[config.mk]
export PLATFORM = sky130hd
export DESIGN_NAME = transfer_center_fifo
export DESIGN_NICKNAME = d
export VERILOG_FILES = /design/src/rtl/transfer_center_fifo.sv
export SDC_FILE = /design/constraint.sdc
export NUM_CORES = 1
export LEC_CHECK = 0
export ABC_AREA = 1
export BUFFER_PORTS_ARGS = -buffer_cell sky130_fd_sc_hd__buf_2
export CORE_MARGIN = 2
export CORE_UTILIZATION = 60
export DETAILED_ROUTE_END_ITERATION = 7
export PLACE_DENSITY_LB_ADDON = 0.15
export SLEW_MARGIN = 0
export SYNTH_ARGS = -nofsm -noshare
export SYNTH_HDL_FRONTEND = slang
export SYNTH_SLANG_ARGS = --single-unit
[constraint.sdc]
create_clock -name clk -period 4 [get_ports clk]
set_input_delay 0.2 -clock clk [delete_from_list [all_inputs] [get_ports clk]]
set_output_delay 0.2 -clock clk [all_outputs]
set_load 0.005 [all_outputs]
[src/rtl/transfer_center_fifo.sv]
// transfer_center_fifo: serial-to-word deserialiser with channel tagging,
// a show-ahead DEPTH-entry FIFO, sender back-pressure and sticky overflow.
module transfer_center_fifo #(
   parameter int unsigned WIDTH     = 8,
   parameter int unsigned DEPTH     = 4,
   parameter int unsigned CH_BITS   = 2,
   parameter bit          MSB_FIRST = 1'b1
) (
   input  logic                         clk,
   input  logic                         rst,
   input  logic                         serialIn,
   input  logic                         serialValid,
   input  logic [CH_BITS-1:0]           channelIn,
   input  logic                         abortWord,
   input  logic                         readyForTransferIn,
   output logic                         readyForTransferOut,
   output logic                         wordValid,
   output logic [WIDTH-1:0]             dataBuffer,
   output logic [CH_BITS-1:0]           channelOut,
   output logic [$clog2(WIDTH)-1:0]     bitCount,
   output logic [$clog2(DEPTH):0]       fillLevel,
   output logic                         overflow
);

   localparam int unsigned CNT_W  = $clog2(WIDTH);
   localparam int unsigned PTR_W  = $clog2(DEPTH);
   localparam int unsigned FILL_W = PTR_W + 1;

   typedef enum logic [1:0] {IDLE, RECV, STALL} state_t;

   state_t               state_q;
   logic [WIDTH-1:0]     shifter_q;
   logic [CH_BITS-1:0]   chan_q;
   logic [CNT_W-1:0]     bit_cnt_q;
   logic                 overflow_q;

   logic [WIDTH-1:0]     mem_data_q [DEPTH];
   logic [CH_BITS-1:0]   mem_ch_q   [DEPTH];
   logic [PTR_W-1:0]     wr_ptr_q;
   logic [PTR_W-1:0]     rd_ptr_q;
   logic [FILL_W-1:0]    fill_q;

   logic [WIDTH-1:0]     shift_src;
   logic [WIDTH-1:0]     shifted_d;
   logic [WIDTH-1:0]     push_word;
   logic                 full;
   logic                 pop;
   logic                 complete;
   logic                 push;

   // Next shifter value, word completion and FIFO push/pop decisions
   always_comb begin
      shift_src = '0;
      shifted_d = '0;
      push_word = shifter_q;
      full      = (fill_q == FILL_W'(DEPTH));
      pop       = (fill_q != '0) && readyForTransferIn;
      if (state_q == RECV) begin
         shift_src = shifter_q;
      end
      if (MSB_FIRST) begin
         shifted_d = {shift_src[WIDTH-2:0], serialIn};
      end else begin
         shifted_d = {serialIn, shift_src[WIDTH-1:1]};
      end
      complete = (state_q == RECV) && serialValid && !abortWord &&
                 (bit_cnt_q == CNT_W'(WIDTH - 1));
      push     = (complete && (!full || pop)) || ((state_q == STALL) && !full);
      if (state_q != STALL) begin
         push_word = shifted_d;
      end
   end

   // Receive FSM: bit capture, abort, stall and overflow tracking
   always_ff @(posedge clk or posedge rst) begin
      if (rst) begin
         state_q    <= IDLE;
         shifter_q  <= '0;
         chan_q     <= '0;
         bit_cnt_q  <= '0;
         overflow_q <= 1'b0;
      end else begin
         case (state_q)
            IDLE: begin
               if (serialValid) begin
                  shifter_q <= shifted_d;
                  chan_q    <= channelIn;
                  bit_cnt_q <= CNT_W'(1);
                  state_q   <= RECV;
               end
            end
            RECV: begin
               if (abortWord) begin
                  shifter_q <= '0;
                  bit_cnt_q <= '0;
                  state_q   <= IDLE;
               end else if (serialValid) begin
                  shifter_q <= shifted_d;
                  if (complete) begin
                     bit_cnt_q <= '0;
                     state_q   <= push ? IDLE : STALL;
                  end else begin
                     bit_cnt_q <= bit_cnt_q + CNT_W'(1);
                  end
               end
            end
            STALL: begin
               if (serialValid) begin
                  overflow_q <= 1'b1;
               end
               if (!full) begin
                  state_q <= IDLE;
               end
            end
            default: state_q <= IDLE;
         endcase
      end
   end

   // Show-ahead FIFO storage, pointers and occupancy
   always_ff @(posedge clk or posedge rst) begin
      if (rst) begin
         for (int i = 0; i < int'(DEPTH); i++) begin
            mem_data_q[i] <= '0;
            mem_ch_q[i]   <= '0;
         end
         wr_ptr_q <= '0;
         rd_ptr_q <= '0;
         fill_q   <= '0;
      end else begin
         if (push) begin
            mem_data_q[wr_ptr_q] <= push_word;
            mem_ch_q[wr_ptr_q]   <= chan_q;
            wr_ptr_q             <= wr_ptr_q + PTR_W'(1);
         end
         if (pop) begin
            rd_ptr_q <= rd_ptr_q + PTR_W'(1);
         end
         fill_q <= fill_q + FILL_W'(push) - FILL_W'(pop);
      end
   end

   assign readyForTransferOut = (state_q != STALL);
   assign wordValid           = (fill_q != '0);
   assign dataBuffer          = mem_data_q[rd_ptr_q];
   assign channelOut          = mem_ch_q[rd_ptr_q];
   assign bitCount            = bit_cnt_q;
   assign fillLevel           = fill_q;
   assign overflow            = overflow_q;

endmodule

== Word level (Yosys, flattened, before mapping) ==
Cells that the tools add are included.

* Bits in registers: 63
* Latch bits: 0
* Memory bits (writable): 0
* Memory bits (read-only): 0
* Memories: 0

* Add/sub/neg operators: 5
* Multiply operators: 0
* Div/mod/pow operators: 0
* Magnitude comparators: 3
* Eq/ne operators: 9
* Shift-type cells: 0
* Muxes and demuxes: 29
* Bitwise operators: 2
* Reduce and logical (&&, ||, !) cells: 18

{| class="wikitable"
|+ Operators with widths
! cell !! number
|-
| $mux 8 || 6
|-
| $bwmux 32 || 1
|-
| $mux 2 || 9
|-
| $bmux 8 s2 || 1
|-
| $demux 8 s2 || 1
|-
| $pmux 8 s2 || 1
|-
| $mux 3 || 4
|-
| $bwmux 8 || 1
|-
| $logic_and 1x1->1 || 7
|-
| $mux 7 || 1
|-
| $eq 3x3->1 const B || 2
|-
| $ge 3x3->1 const B || 2
|-
| $ne 2x2->1 const B || 3
|-
| $ne 3x3->1 const B || 2
|-
| $not 2->3 || 2
|-
| $pmux 2 s3 || 1
|-
| $pmux 3 s2 || 1
|-
| $add 2x1->2 const B || 2
|-
| $bmux 2 s2 || 1
|-
| $demux 2 s2 || 1
|-
| $reduce_and 2->1 || 2
|-
| $reduce_and 4->1 || 1
|-
| $add 3x1->3 || 1
|-
| $add 3x1->3 const B || 1
|-
| 10 further kinds || 12
|}

== Depth between registers and ports, before layout ==
Gate-level depths: netlist of the first run.

* Depth in word-level cells: 11
* Gate-level depth with buffers: 14
* Gate-level depth less buffers: 13

== Worst setup path before layout of the first run ==
Ideal clock, no wire load.

* Path kind: register -> register
* Start point: register bit_cnt_q[0] (netlist: bitCount[0])
* End point: register fill_q[2] (netlist: fillLevel[2])
* Arrival: 2.216 ns
* Data required time: 3.877 ns
* Slack: 1.662 ns
* Stages on the path, launching flop included: 15
* Path buffers: 1
* Clock period less this slack: 2.338 ns
* Cell sequence: dfrtp_1 -> ha_1 -> ha_1 -> nand2_1 -> inv_1 -> nand3_1 -> nand2_1 -> buf_6 -> nand2_1 -> ha_1 -> inv_1 -> ha_1 -> inv_1 -> fa_1 -> xnor2_1

* Word-level cells in the longest chain between the ends: 6

{| class="wikitable"
|+ Ends and longest elaborated chain
! element !! line !! text
|-
| start, declared || 34 || <nowiki>logic [CNT_W-1:0] bit_cnt_q;</nowiki>
|-
| start signal, assigned || 103 || <nowiki>bit_cnt_q <= bit_cnt_q + CNT_W'(1);</nowiki>
|-
| $eq 3x3->1 || 67 || <nowiki>(bit_cnt_q == CNT_W'(WIDTH - 1));</nowiki>
|-
| $logic_and 1x1->1 || 66 || <nowiki>complete = (state_q == RECV) && serialValid && !abortWord &&</nowiki>
|-
| $logic_and 1x1->1 || 68 || <nowiki>push = (complete && (!full || pop)) || ((state_q == STALL) && !full);</nowiki>
|-
| $logic_or 1x1->1 || 68 ||
|-
| $add 3x1->3 || 139 || <nowiki>fill_q <= fill_q + FILL_W'(push) - FILL_W'(pop);</nowiki>
|-
| $sub 3x1->3 || 139 ||
|-
| end signal, assigned || 139 ||
|-
| end, declared || 41 || <nowiki>logic [FILL_W-1:0] fill_q;</nowiki>
|}

Every way passes these cells.
A chain may end at the register's enable or synchronous reset.

== Final worst setup path of the first run ==
* Start point: register fill_q[1] (netlist: fillLevel[1])
* End point: register fill_q[2] (netlist: fillLevel[2])

* Word-level cells in the longest chain between the ends: 7
* Elaborated cells on any way between the ends: 10
* Those cells by class: add/sub (2); eq/ne (1); reduce/logical (7)

{| class="wikitable"
|+ Ends and longest elaborated chain
! element !! line
|-
| $eq 3x3->1 / $reduce_bool 3->1 (equally long branches) || 56, 57
|-
| $logic_not 1->1 / $logic_and 1x1->1 (equally long branches) || --
|-
| $logic_or 1x1->1 || 68
|-
| $logic_and 1x1->1 || 68
|-
| $logic_or 1x1->1 || 68
|-
| $add 3x1->3 || 139
|-
| $sub 3x1->3 (*) || 139
|}

Mark *: on every way between the ends. The rest lies on a longest branch, timed or not.

==> results of run 1 <==
-- cells in the final DEF, fill, tap and decap left out, drive strengths merged --
cell	n
o21ai	30
o21bai	1
clkbuf	14
clkinv	1
o22ai	10
ha	8
fa	1
buf	29
nand3	21
dfrtp	63
xor2	1
nand2	127
nor2	29
nand4	41
a21oi	1
nand3b	1
o211a	1
inv	17
xnor2	2
-- logic make-up (layout without fill, tap and decap cells) --
family	Yosys count	in the layout	share of synthesized area, %
AO/OA/AOI/OAI	43	43	7.46
buffers and inverters	37	61	5.52
AND/OR/NAND/NOR	219	219	32.4
XOR/XNOR	3	3	0.834
adder cells (fa/ha/maj)	9	9	3.81
flip-flops	63	63	50.0
-- Yosys cell counts (all sizes together) --
cell type	number
o21ai	30
ha	8
xor2	1
nand3	21
dfrtp	63
buf	9
nor2	29
nand4	41
nand2	127
nand3b	1
xnor2	2
inv	17
clkbuf	11
o211a	1
fa	1
a21oi	1
o21bai	1
o22ai	10
-- cell type report --
cell class / instances / area, um^2
flip-flops and latches: 63 / 1580
fillers: 447 / 1640
clock inverters: 1 / 5.00
well taps: 70 / 87.6
inverters: 17 / 63.8
clock buffers: 14 / 153
repair buffers: 29 / 153
multi-input cells: 274 / 1400
-- registers in the layout, summed over array words and instances, names as in the netlist --
| signal | count |
|---|---|
| mem_data_q | 32 |
| mem_ch_q | 8 |
| shifter_q | 8 |
| bitCount | 3 |
| fillLevel | 3 |
| chan_q | 2 |
| rd_ptr_q | 2 |
| state_q | 2 |
| wr_ptr_q | 2 |
| overflow | 1 |
-- routing by layer --
metal	routed length [um]	track usage, %	part of all wire [%]
met3	345	4.62	5.0
met2	3170	38.9	45
met4	121	13.1	1.7
met1	3330	37.6	48
met5	0	0	0
-- per-stage QoR --
stage	hold slack, ps	utilization [%]
global placement	449	64.7
floorplan	344	-
global route	140	67.8
CTS	104	67.8
finish	64.9	67.8
detailed placement	453	64.7
-- path summary, 6_finish.rpt --
path	start	endpoint	slack [ps]	cells after the start
max in group asynchronous	rst	rd_ptr_q[1]$_DFFE_PP0P_	3390	3
max	fillLevel[1]$_DFF_PP0_	fillLevel[2]$_DFF_PP0_	1560	10
min in group clk	channelIn[1]	chan_q[1]$_DFFE_PP0P_	110	3
min	rst	mem_ch_q[0]$_DFFE_PP0P_	60	3
min reg2reg	mem_data_q[20]$_DFFE_PP0P_	mem_data_q[20]$_DFFE_PP0P_	470	2
max reg2reg	fillLevel[1]$_DFF_PP0_	fillLevel[2]$_DFF_PP0_	1560	10
-- where the power goes --
part	switching [mW]	total (mW)	internal [mW]
logic	0.275	0.460	0.185
registers	0.0917	0.776	0.684
clock network	0.228	0.467	0.238
-- worst max-delay path, cell delays in order (launching register included) --
cell and delay [ps]:
dfrtp_1 430, nor2_1 110, nand3b_1 90, buf_4 430, nand2_1 210, ha_1 310
inv_1 60, ha_1 130, inv_1 50, fa_1 370, xnor2_1 130
==> reports/metrics.cfg, run 1 <==
[critical_path]
crit_arrival_ps = 2660
worstPathMaxFanout = 47
crit_path_end_kind = flop
required_ps = 4230
worstSetupPathType = reg -> reg
crit_path_start_kind = flop

[synthesis]
synth_fp_nets = 391
synth.top_cell.area_share_pct = 50.0
synth.ff_latch_count = 63
syn_inst = 374
syn_area_mm2 = 0.00315
yosys-top-cells-area = dfrtp_1 (50%), nand2_1 (15%), nand4_1 (8.1%)
synth_top_area_cell = dfrtp_1
yosysWarningCount = 0
synth_cell_types = 25
syn_avg_cell_area_um2 = 8.43
yosysSeqAreaShare_pct = 50.0

[sta]
worst_slack_ps = 1560
hold_violations = 0
post-route-period-util_pct = 61.0
layout_min_cycle_time_ps = 2440
max_clock_freq_mhz = 410
rsz0062_at_grt = false
setup-tns-final_ps = 0
tightest_slew_ps = 792
max-slew-margin-rel_pct = 47.2
finalSetupViolCount = 0
maxSlewViolCount = 0
skew_ps = 5.52

[pwr]
power.density_mw_per_mm2 = 495
p_leak_nw = 1.80
peakVddDrop_mv = 0.407
power_mw = 1.70

[clock_network]
cts.sinks = 63
cts_resized = 0
clk_latency_ps = 340
cts_setup_buffers = 0
htree_num_levels = 3
ctsHoldBuffers = 0
cts_buffers = 9
cts_tree = built
clock_path_buffers = 2
clk_pin_slew_worst_paths_ps = 60
cts-root-buf = clkbuf_8

[place]
pre_cts_ws_ps = 1580
port_buffers = 26
dpl.cell_count = 453
placed_area_mm2 = 0.00328
hpwlAfterDp_um = 4570
gp_congestion = 0.810

[floorplan]
coreArea_mm2 = 0.00507
die_h_um = 76.5
fp.dieArea_mm2 = 0.00585
io_pins = 27
die_w_um = 76.5
rows = 26
start_util_pct = 62.1

[grt]
grt_max_degree = 64
grt_overflow = 0
grtUsageTotal_pct = 26.3
grt_pass1_vias = 2496
grt_pass1_wl_um = 12000
antenna_found_initial = 0

[run]
max_cap_violations = 0

[layout]
area_growth_pct = 9.13
nets = 411
final_cells = 468
design_area_mm2 = 0.00344
layout-drive-gt1-share_pct = 12.6
n_antenna_cell = 0

[routing]
vias_per_cell = 5.57
drt_pass1_iterations = 4
drc_errors = 0
ant_nets = 0
vias = 2605
drt-total-wl_um = 6970
drtIter0Drc = 336
wire_per_inst_um = 14.9

[outcome]
status = complete, no violations

[min_path]
min_path_type = in -> async

Note: power is estimated with default switching activity, not from simulation.
==> run 2, diff against run 1 <==
--- a/config.mk
+++ b/config.mk
@@ -5,10 +5,10 @@
 export SDC_FILE = /design/constraint.sdc
 export NUM_CORES = 1
 export LEC_CHECK = 0
-export ABC_AREA = 1
+export ABC_AREA = 0
 export BUFFER_PORTS_ARGS = -buffer_cell sky130_fd_sc_hd__buf_2
 export CORE_MARGIN = 2
-export CORE_UTILIZATION = 60
+export CORE_UTILIZATION = 59
 export DETAILED_ROUTE_END_ITERATION = 7
 export PLACE_DENSITY_LB_ADDON = 0.15
 export SLEW_MARGIN = 0
==> constraint.sdc (replaced) <==
create_clock -name clk -period 2.3 [get_ports clk]
set_input_delay 0.115 -clock clk [delete_from_list [all_inputs] [get_ports clk]]
set_output_delay 0.115 -clock clk [all_outputs]
set_load 0.005 [all_outputs]
==> run 2 against run 1 <==
Net effect: the run now ends with negative setup slack left; final area increased by 4.3%; global-route usage is 2.8 points lower; critical path depth unchanged; routed wire length is 14% lower; first-iteration DRC count fell by 72%; sequential share of layout area down 1.9 points; hold slack worse by 44 ps; total power is 58% higher; die area unchanged; critical endpoint unchanged; highest routed layer unchanged.
==> reports/metrics.cfg, run 2 <==
[pwr]
power.density_mw_per_mm2 = 751
combPwrFrac_pct = 22.0
seqPwrFrac_pct = 47.6
peakVddDrop_mv = 0.723
power_switching_uw = 752
internal-power_mw = 1.94
netSwitchingFraction_pct = 27.9
p_leak_nw = 1.85
p_clk_share_pct = 30.4

[synthesis]
ys_top_cells_by_count = dfrtp_1 (63), mux2_4 (40), a22o_1 (15)
synth.ff_latch_count = 63
yosysMostFrequentCell = dfrtp_1
async_flop_share_pct = 100
syn_avg_cell_area_um2 = 15.7
yosysWarningCount = 0
syn_inst = 197
synth_cell_types = 32
synthFlopType = dfrtp_1
synth_top_area_cell = dfrtp_1
syn_area_mm2 = 0.00310
yosysSeqAreaShare_pct = 50.9
synth.top_cell.area_share_pct = 50.9
synth_fp_nets = 214
synth-edff-count = 0
yosys-top-cells-area = dfrtp_1 (51%), mux2_4 (19%), mux4_2 (7.3%)

[clock_network]
cts-root-buf = clkbuf_8
clk_pin_slew_worst_paths_ps = 60
cts_tree = built
cts_buffers = 9
clk_latency_ps = 340
clock_path_buffers = 2
cts.sinks = 63
htree_num_levels = 3

[layout]
n_antenna_cell = 0
layout_commonest_cell = dfrtp_1
nFillCells = 361
layout_common_cells = dfrtp_1 (62), mux2_4 (40), buf_2 (26)
reg_top3 = mem_data_q x32, mem_ch_q x8, shifter_q x8
nets = 259
area_growth_pct = 15.7
largest_reg_flops = 32
layout-drive-gt1-share_pct = 50.2
regMostFlops = mem_data_q

[sta]
setup-tns-final_ps = -106
worst_slack_ps = -85.5
max-slew-margin-rel_pct = 38.9
hold_violations = 0
max_clock_freq_mhz = 419
post-route-period-util_pct = 104
layout_min_cycle_time_ps = 2390
skew_ps = 8.69
rsz0062_at_grt = true
tightest_slew_ps = 915
finalSetupViolCount = 2
maxSlewViolCount = 0
holdWs_ps = 20.5

[grt]
grt_pass1_wl_um = 10400
antenna_found_initial = 0
grtUsageTotal_pct = 23.5
grt_overflow = 0
grt_pass1_vias = 2047
grt_max_degree = 45

[floorplan]
io_pins = 27
fp.dieArea_mm2 = 0.00585
die_h_um = 76.5
coreArea_mm2 = 0.00507
start_util_pct = 61.1
die_w_um = 76.5
rows = 26

[routing]
wire_per_inst_um = 19.0
ant_nets = 0
drc_errors = 0
vias = 1789
drt_pass1_iterations = 4
drt-total-wl_um = 5980
vias_per_cell = 5.68
drtIter0Drc = 94

[min_path]
hp-start = channelIn[0]
worstHoldPathCells = 2
min_path_type = in -> reg
min_to = chan_q[0]$_DFFE_PP0P_

[critical_path]
required_ps = 2530
worstPathMaxFanout = 3
rrSetupSlack_ps = -90
worstSetupPathType = reg -> reg
crit_path_end_kind = flop
crit_arrival_ps = 2610
r2r_cells = 10
r2r_end = fillLevel[2]$_DFF_PP0_
r2r_start = fillLevel[0]$_DFF_PP0_
crit_path_start_kind = flop

[outcome]
status = complete, but fails checks
violations = negative setup slack

[place]
hpwlAfterDp_um = 4100
port_buffers = 26
gp_congestion = 0.838

[run]
max_cap_violations = 0

==> run 2: cell count changes in the layout (fill, tap and decap cells not counted), sizes merged, moves of 10 or more <==
cell / before / now
o22ai: 10 / 0
mux4: 0 / 10
nor2: 29 / 2
mux2: 0 / 42
nand4: 41 / 0
o21ai: 30 / 1
nand2: 127 / 10
nand3: 21 / 0
a22o: 0 / 15
buf: 29 / 40
==> run 2: layer usage <==
layer / GRT usage (%) / vias up / routed length [um]
met3: 4.38 / 11 / 229
met1: 30.8 / 924 / 2600
met4: 11.3 / 0 / 117
met5: 0 / - / 0
li1: - / 806 / -
met2: 38.1 / 48 / 3040
==> run 2: timing repair <==
| action | in CTS | in global routing |
|---|---|---|
| hold endpoints to repair | 8 | 0 |
| hold buffers | 2 | 0 |
| gates resized for setup | 4 | 0 |
| buffers inserted | 1 | 0 |
| setup endpoints to repair | 2 | 2 |
| pin swaps | 5 | 3 |
==> run 2: cells by family (layout without fill, tap and decap cells) <==
| kind of cell | count (synthesis) | count (layout) | share of synthesized area [%] |
|---|---|---|---|
| compound gates | 27 | 27 | 6.78 |
| flops | 63 | 63 | 50.9 |
| buf+inv | 16 | 64 | 2.91 |
| fa+ha+maj | 9 | 9 | 3.88 |
| mux | 53 | 53 | 27.7 |
| xor+xnor | 5 | 5 | 1.41 |
| simple gates | 24 | 24 | 6.46 |
==> run 2: power groups by stage <==
| stage | combinational [mW] | sequential, mW | clock, mW |
|---|---|---|---|
| detailed placement | 0.540 | 1.30 | 0 |
| global placement | 0.506 | 1.29 | 0 |
| floorplan | 0.357 | 1.27 | 0 |
| CTS | 0.599 | 1.28 | 0.840 |
| global route | 0.657 | 1.29 | 0.896 |
| finish | 0.592 | 1.28 | 0.820 |
==> run 2: worst max-delay path by stage <==
stage          slack [ps]                      to                    from  cells past startpoint
3_3_place_gp          -30  fillLevel[2]$_DFF_PP0_  fillLevel[0]$_DFF_PP0_                     10
3_5_place_dp         -110  fillLevel[2]$_DFF_PP0_  fillLevel[0]$_DFF_PP0_                     10
6_report              -90  fillLevel[2]$_DFF_PP0_  fillLevel[0]$_DFF_PP0_                     10
4_1_cts               -90  fillLevel[2]$_DFF_PP0_  fillLevel[0]$_DFF_PP0_                     10
2_1_floorplan        -210  fillLevel[2]$_DFF_PP0_  fillLevel[1]$_DFF_PP0_                     11
5_1_grt              -160  fillLevel[2]$_DFF_PP0_  fillLevel[0]$_DFF_PP0_                     10
==> run 2: cell type report <==
cell class              instances  area (um^2)  share of cell area, %
clock buffers                  13          159                   4.43
clock inverters                 1         5.00                  0.140
repair buffers                 42          255                   7.12
well taps                      70         87.6                   2.44
flip-flops and latches         63         1580                   44.0
multi-input cells             118         1470                   41.0
inverters                       8         32.5                  0.907
==> run 2: worst max-delay path: stages, from the launching register on <==
cell	delay (ps)
dfrtp_1	400
or4b_1	510
a32o_2	300
inv_4	60
ha_4	180
inv_2	60
ha_4	120
inv_2	30
fa_2	350
xnor2_2	150
xnor2_1	120
==> run 2: through the flow <==
stage / instance area, um^2 / std cells / util (%) / setup slack (ps) / total power, mW
2_1_floorplan: 3120 / 197 / - / -205 / 1.63
3_3_place_gp: 3380 / 298 / 66.5 / -30.8 / 1.80
3_5_place_dp: 3380 / 298 / 66.5 / -106 / 1.84
4_1_cts: 3590 / 315 / 70.7 / -90.2 / 2.72
5_1_grt: 3590 / 315 / 70.7 / -160 / 2.84
6_report: 3590 / 315 / 70.7 / -85.5 / 2.69
==> run 3, diff against run 2 <==
--- a/config.mk
+++ b/config.mk
@@ -9,7 +9,9 @@
 export BUFFER_PORTS_ARGS = -buffer_cell sky130_fd_sc_hd__buf_2
 export CORE_MARGIN = 2
 export CORE_UTILIZATION = 59
+export CTS_BUF_LIST = sky130_fd_sc_hd__clkbuf_16
 export DETAILED_ROUTE_END_ITERATION = 7
+export MAX_ROUTING_LAYER = met4
 export PLACE_DENSITY_LB_ADDON = 0.15
 export SLEW_MARGIN = 0
 export SYNTH_ARGS = -nofsm -noshare
==> run 3 against run 2 <==
Net effect: the flow finishes with violations (negative hold slack, negative setup slack); highest routed layer unchanged; sequential share of layout area down 0.74 points; combinational power about the same; sequential power about the same; die area unchanged; final cell count down 0.63%; fmax up 0.62%; register-to-register slack about the same; critical path depth unchanged; clock power up 37%; non-clock buffer count down 2; largest power group unchanged; count of clock-buffer cells in the layout down 4.
==> reports/metrics.cfg, run 3 (same netlist as run 2, synthesis figures left out) <==
[outcome]
status = complete, but fails checks
violations = negative hold slack, negative setup slack

[sta]
worst_slack_ps = -70.7
post-route-period-util_pct = 103
skew_ps = 5.39
max-slew-margin-rel_pct = 40.6
layout_min_cycle_time_ps = 2370
rsz0062_at_grt = true
max_clock_freq_mhz = 422
maxSlewViolCount = 0
holdWs_ps = -11.5
hold_violations = 6
tightest_slew_ps = 890
finalSetupViolCount = 2

[critical_path]
crit_path_cell_trace = or4b_1 -> a32o_2 -> inv_4 -> ha_4 -> inv_2 -> ha_4 -> inv_2 -> fa_2 -> xnor2_2 -> xnor2_1
required_ps = 2500
crit_path_end_kind = flop
worstSetupPathType = reg -> reg
cp_num_buf_inv = 3
cpMaxStageDelayCell = or4b_1
crit_path_start_kind = flop
crit_arrival_ps = 2580
rrSetupSlack_ps = -70
cp_top_family = adder cells
worstPathMaxFanout = 3
slowest_delay_ps = 500

[clock_network]
htree_num_levels = 3
cts_buffers = 9
clock_path_buffers = 2
cts_tree = built
clk_pin_slew_worst_paths_ps = 50
cts.sinks = 63
cts-root-buf = clkbuf_16
clk_latency_ps = 320

[grt]
antenna_found_initial = 0
grtUsageTotal_pct = 24.3
grt_overflow = 0
use_met2_pct = 39.4
use_met1_pct = 30.8
grt_pass1_vias = 2045
use_met3_pct = 4.38
grt_busiest_layer = met2
grt_pass1_wl_um = 10600
grt_max_degree = 45

[place]
gp_congestion = 0.851
placed_area_mm2 = 0.00338
port_buffers = 26
hpwlAfterDp_um = 4100

[layout]
layout_commonest_cell = dfrtp_1
largest_reg_flops = 32
nets = 257
n_antenna_cell = 0
layout-drive-gt1-share_pct = 49.8
regMostFlops = mem_data_q
layout_common_cells = dfrtp_1 (62), mux2_4 (40), buf_2 (26)
area_growth_pct = 17.7
design_area_mm2 = 0.00365
reg_top3 = mem_data_q x32, mem_ch_q x8, shifter_q x8
fin_util_pct = 71.9

[floorplan]
fp.dieArea_mm2 = 0.00585
start_util_pct = 61.1
coreArea_mm2 = 0.00507
rows = 26
io_pins = 27
die_h_um = 76.5
die_w_um = 76.5

[routing]
drtIter0Drc = 137
vias = 1799
wire_per_inst_um = 19.4
drc_errors = 0
ant_nets = 0
drt-total-wl_um = 6080
drt_pass1_iterations = 4
vias_per_cell = 5.75

[pwr]
p_leak_nw = 1.89
power.density_mw_per_mm2 = 822
peakVddDrop_mv = 0.573

[min_path]
min_path_type = in -> async

[run]
max_cap_violations = 0

run 3: cell types whose count changed in the layout (fill, tap and decap cells not counted), sizes merged:
cell,delta
clkbuf,-4
clkinv,+2
dlygate4sd3,-2
inv,+2
run 3: worst register-to-register path, stage by stage, from the launching register on:
cell	delay (ps)
dfrtp_1	390
or4b_1	500
a32o_2	300
inv_4	60
ha_4	180
inv_2	60
ha_4	110
inv_2	30
fa_2	350
xnor2_2	140
xnor2_1	120
run 3: worst paths after layout:
kind / start / to / depth (start not counted)
worst max-delay path: fillLevel[0]$_DFF_PP0_ / fillLevel[2]$_DFF_PP0_ / 10
worst min-delay path: rst / fillLevel[2]$_DFF_PP0_ / 2
worst max register to register: fillLevel[0]$_DFF_PP0_ / fillLevel[2]$_DFF_PP0_ / 10
worst min register to register: overflow$_DFFE_PP0P_ / overflow$_DFFE_PP0P_ / 1
max in group asynchronous: rst / mem_data_q[29]$_DFFE_PP0P_ / 3
min in group clk: channelIn[1] / chan_q[1]$_DFFE_PP0P_ / 2
run 3: what timing repair did:
action	CTS	global route
setup buffers	1	0
endpoints found under the setup margin	2	2
gates resized for setup	4	0
pin swaps	5	3
hold buffers	0	0
run 3: cell type report:
cell class | count | area (um^2)
inverter | 8 | 32.5
clock buffer | 9 | 225
clock inverter | 5 | 20.0
fill | 356 | 1430
tap | 70 | 87.6
sequential | 63 | 1580
multi-input combinational | 118 | 1470
timing repair buffer | 40 | 235
run 3: through the flow:
step / hold WS (ps) / worst slack [ps] / setup TNS, ps / power, mW / std cells
6_report: -11.5 / -70.7 / -73.0 / 3.00 / 313
5_1_grt: 29.8 / -159 / -236 / 3.15 / 313
4_1_cts: 21.8 / -87.9 / -96.6 / 3.01 / 313
3_5_place_dp: 353 / -106 / -139 / 1.84 / 298
3_3_place_gp: 338 / -30.8 / -30.8 / 1.80 / 298
2_1_floorplan: 267 / -205 / -347 / 1.63 / 197
run 3: power by group:
part	internal, mW	total (mW)	switching [mW]
Clock	0.697	1.12	0.428
Sequential	1.18	1.29	0.102
Combinational	0.322	0.591	0.269
Total	2.20	3.00	0.799
run 3: layer usage:
layer / part of all wire, % / wire [um] / vias to the layer above
met4: 1.5 / 89 / 0
li1: - / - / 802
met2: 51 / 3130 / 42
met5: 0 / 0 / -
met3: 3.2 / 194 / 10
met1: 44 / 2670 / 945
